### config.mk
export PLATFORM = sky130hd
export DESIGN_NAME = sr_ff_bank
export DESIGN_NICKNAME = d
export VERILOG_FILES = /design/src/rtl/sr_ff_bank.sv
export SDC_FILE = /design/constraint.sdc
export NUM_CORES = 1
export LEC_CHECK = 0
export ABC_AREA = 1
export CAP_MARGIN = 20
export CORE_AREA = 3 3 56 83
export DETAILED_ROUTE_END_ITERATION = 12
export DIE_AREA = 0 0 59 86
export DONT_BUFFER_PORTS = 1
export SLEW_MARGIN = 0
export SYNTH_ARGS = -nofsm -noshare
export SYNTH_HDL_FRONTEND = slang
export SYNTH_SLANG_ARGS = --single-unit
### constraint.sdc
create_clock -name clk -period 3.1 [get_ports clk]
set_clock_uncertainty 0.15 [all_clocks]
set_input_delay 0.155 -clock clk [delete_from_list [all_inputs] [get_ports clk]]
set_output_delay 0.155 -clock clk [all_outputs]
set_load 0.1 [all_outputs]
### src/rtl/sr_ff_bank.sv
// Bank of independent clocked set/reset flip-flops with programmable S=R=1 handling,
// registered rise/fall pulses, sticky illegal-command flags and a saturating illegal-cycle count.
module sr_ff_bank #(
  parameter int               WIDTH          = 8,
  parameter int               ILLEGAL_POLICY = 0,
  parameter logic [WIDTH-1:0] RESET_VAL      = '0,
  parameter int               CNT_W          = 8
) (
  input  logic               clk,
  input  logic               rst,
  input  logic               en,
  input  logic [2*WIDTH-1:0] sr,
  input  logic               err_clr,
  output logic [WIDTH-1:0]   q,
  output logic [WIDTH-1:0]   q_rise,
  output logic [WIDTH-1:0]   q_fall,
  output logic [WIDTH-1:0]   illegal,
  output logic [CNT_W-1:0]   illegal_cnt
);

  localparam int POL_SET    = 1;
  localparam int POL_RESET  = 2;
  localparam int POL_TOGGLE = 3;

  logic [WIDTH-1:0] q_next;
  logic [WIDTH-1:0] ill_vec;
  logic             any_ill;

  function automatic logic resolve(input logic s, input logic r, input logic cur);
    logic nxt;
    nxt = cur;
    unique case ({s, r})
      2'b00: nxt = cur;
      2'b01: nxt = 1'b0;
      2'b10: nxt = 1'b1;
      default: begin
        // S=R=1: anything other than the three defined policies holds.
        if (ILLEGAL_POLICY == POL_SET)         nxt = 1'b1;
        else if (ILLEGAL_POLICY == POL_RESET)  nxt = 1'b0;
        else if (ILLEGAL_POLICY == POL_TOGGLE) nxt = ~cur;
        else                                   nxt = cur;
      end
    endcase
    return nxt;
  endfunction

  function automatic logic [CNT_W-1:0] sat_inc(input logic [CNT_W-1:0] c);
    return (&c) ? c : c + CNT_W'(1);
  endfunction

  always_comb begin
    q_next  = q;
    ill_vec = '0;
    if (en) begin
      for (int i = 0; i < WIDTH; i++) begin
        q_next[i]  = resolve(sr[2*i+1], sr[2*i], q[i]);
        ill_vec[i] = sr[2*i+1] & sr[2*i];
      end
    end
  end

  assign any_ill = |ill_vec;

  // Register stage: q, edge pulses and error state all update together.
  always_ff @(posedge clk or posedge rst) begin
    if (rst) begin
      q           <= RESET_VAL;
      q_rise      <= '0;
      q_fall      <= '0;
      illegal     <= '0;
      illegal_cnt <= '0;
    end else begin
      q      <= q_next;
      q_rise <= q_next & ~q;
      q_fall <= ~q_next & q;
      // A fresh illegal command wins over a simultaneous clear.
      illegal <= err_clr ? ill_vec : (illegal | ill_vec);
      if (err_clr)
        illegal_cnt <= any_ill ? CNT_W'(1) : '0;
      else if (any_ill)
        illegal_cnt <= sat_inc(illegal_cnt);
    end
  end

endmodule

==> flow_summary.ini <==
[run_status]
status = finished, final reports clean

[synth]
synthesis.nets = 265
ys.flop_type = dfrtp_1
ys_top_cells_by_area = dfrtp_1 (51%), nand2_1 (12%), ha_1 (11%)
synthDistinctLibCells = 18
ys_seq_area_frac = 0.511
synth_area_um2 = 1960
synth_most_common_cell = nand2_1
ys_warn_count = 0
synth_top_area_frac = 0.511
synth_top_cell_by_area = dfrtp_1
synth_top_cells_by_count = nand2_1 (61), dfrtp_1 (40), inv_1 (40)
ys_async_sr_fraction = 1.00
synth_edf_count = 0
synth_seq_cells = 40
avgSynthCellArea_um2 = 8.59
postSynthCellCount = 228

[global_route]
grt_antenna_before_repair = 0
grt_max_degree = 29
grt_pass1_vias = 1552
gr-total-overflow = 0
track_usage = 0.182
grt_pass1_wl_mm = 7.00

[setup_path]
crit_fanout = 9
timing.critical_path.to = illegal_cnt[7]$_DFFE_PP0P_
crit_path_start_kind = input port
rr_endpoint = illegal_cnt[7]$_DFFE_PP0P_
cp-end-kind = flop
required_ns = 3.12
reg2regPathDepth = 9
crit_type = in2reg
startpoint = sr[7]
rr_startpoint = illegal_cnt[1]$_DFFE_PP0P_
rrSetupSlack_ns = 1.26
arrival_ns = 2.19

[pwr]
power_w = 0.00159
power_frac_comb = 0.266
power_frac_seq = 0.547
irDropWorstVdd_mv = 0.434
leakage_nw = 1.35
switchingPower_w = 0.000774
powerDensity_nw_per_um2 = 681
clockPowerShare = 0.186
internal_power_w = 0.000816
swShare = 0.487

[drt]
ant_nets = 0
drt-initial-drc-count = 86
firstDrtPassIters = 4
drt_wl_total_mm = 4.03
routedWlPerCell_um = 13.3
via_per_inst = 4.89
vias = 1486
drc = 0

[floorplan]
row_count = 28
die_h_um = 86
die-area_um2 = 5070
chipWidth_um = 59
ios = 60
initial_core_util = 0.491
core-area_um2 = 3990

[timing]
post-route-period-util = 0.701
setup_violations = 0
hold_violations = 0
period_needed_ns = 2.17
fmax_ghz = 0.460
maxSlewViolCount = 0
fin_tns_setup_ns = 0
rsz0062_at_grt = false
worst_pin_slew_ns = 0.918
relSlewSlack = 0.388

[cts]
numCtsBuffers = 5
numClockSinks = 40
worstSkewPairLatency_ns = 0.28
ctsResizeCount = 0
cts_buffer_depth = 2
h-tree-depth = 2
clk_pin_slew_ns = 0.06
clockRootBuffer = clkbuf_8
tritoncts = done

[layout]
seqCellArea_um2 = 1000
diodes = 0
multi_input_area_um2 = 795
layout.nets = 298
fillCellCount = 394
area_delta_synth_final_pct = 19.1
final_layout_size_suffix_gt1_frac = 0.116
stdcell_area_um2 = 2330

[placement]
place_congestion = 0.786
port_buffers = 0
place_area_um2 = 2140
dp_hpwl_mm = 3.04

[worst_hold_path]
hp-class = in2reg

[flow_run]
drv_cap = 0
cell type report:
type	instances	area share
multi-input cells	145	0.340
well taps	45	0.0241
repair buffers	29	0.113
flip-flops and latches	40	0.429
clock buffers	5	0.0295
inverters	40	0.0643
layer usage:
metal,GRT usage,wire (µm),vias to the layer above
met5,0,0,-
met4,0.0619,62,0
met3,0.0602,310,5
met2,0.330,2200,38
met1,0.189,1460,686
li1,-,-,757
worst min-delay path by stage:
| stage | startpoint | slack, ns | end | depth (start not counted) |
|---|---|---|---|---|
| after detailed placement | en | 0.14 | illegal[4]$_DFF_PP0_ | 2 |
| after CTS | sr[15] | 0.001 | q_fall[7]$_DFF_PP0_ | 4 |
| after floorplan | err_clr | 0.15 | illegal_cnt[7]$_DFFE_PP0P_ | 3 |
| after global placement | en | 0.14 | illegal[4]$_DFF_PP0_ | 2 |
| after global routing | sr[11] | 0.02 | q_fall[5]$_DFF_PP0_ | 4 |
| final | sr[12] | 0.005 | illegal[6]$_DFF_PP0_ | 3 |
critical path, cell delays in order:
cell and delay, ns:
dlygate4sd3_1 0.56, ha_1 0.18, dlygate4sd3_1 0.55, nand2_1 0.09
nand2_1 0.06, nor2_1 0.12, nand2_2 0.13, nand2_4 0.14
nand2_4 0.07, nand2_1 0.09, nand2_1 0.04
logic make-up after synthesis:
kind of cell | count (synthesis) | synth area share
simple gates | 116 | 0.263
buf+inv | 43 | 0.0836
fa+ha+maj | 17 | 0.109
xor+xnor | 1 | 0.00447
compound gates | 11 | 0.0294
flops | 40 | 0.511
timing repair:
item | CTS | global route
hold buffers | 10 | 0
buffers inserted | 0 | 0
hold endpoints to repair | 43 | 0
power by group through the flow:
stage / clock [W] / combinational (W) / sequential [W]
final: 0.000296 / 0.000423 / 0.000870
after CTS: 0.000310 / 0.000422 / 0.000872
after floorplan: 0 / 0.000108 / 0.00110
after global placement: 0 / 0.000406 / 0.000881
after global routing: 0.000333 / 0.000457 / 0.000877
after detailed placement: 0 / 0.000409 / 0.000881
cell usage in the layout (no fill, tap or decap):
master	Yosys	final
a21oi_1	1	1
buf_16	0	1
buf_4	0	18
clkbuf_8	0	5
dfrtp_1	40	40
dlygate4sd3_1	0	10
ha_1	17	17
inv_1	40	40
nand2_1	61	61
nand2_2	1	1
nand2_4	3	3
nand3_1	11	11
nand3_4	1	1
nand4_1	4	4
nor2_1	33	33
nor2_8	1	1
nor3_1	1	1
o21ai_0	9	9
o21bai_1	1	1
xnor2_1	1	1
metrics by stage:
step	hold WS (ns)	worst slack, ns	utilization	instances
floorplan	0.151	0.879	-	228
global placement	0.143	1.30	0.535	288
detailed placement	0.144	1.27	0.535	288
CTS	0.00122	0.947	0.577	303
global route	0.0178	0.816	0.584	304
finish	0.00472	0.927	0.584	304
flip-flops by register name (all words and copies together) (netlist names):
name         cells
illegal          8
illegal_cnt      8
q                8
q_fall           8
q_rise           8
Note: power is estimated with default switching activity, not from simulation.
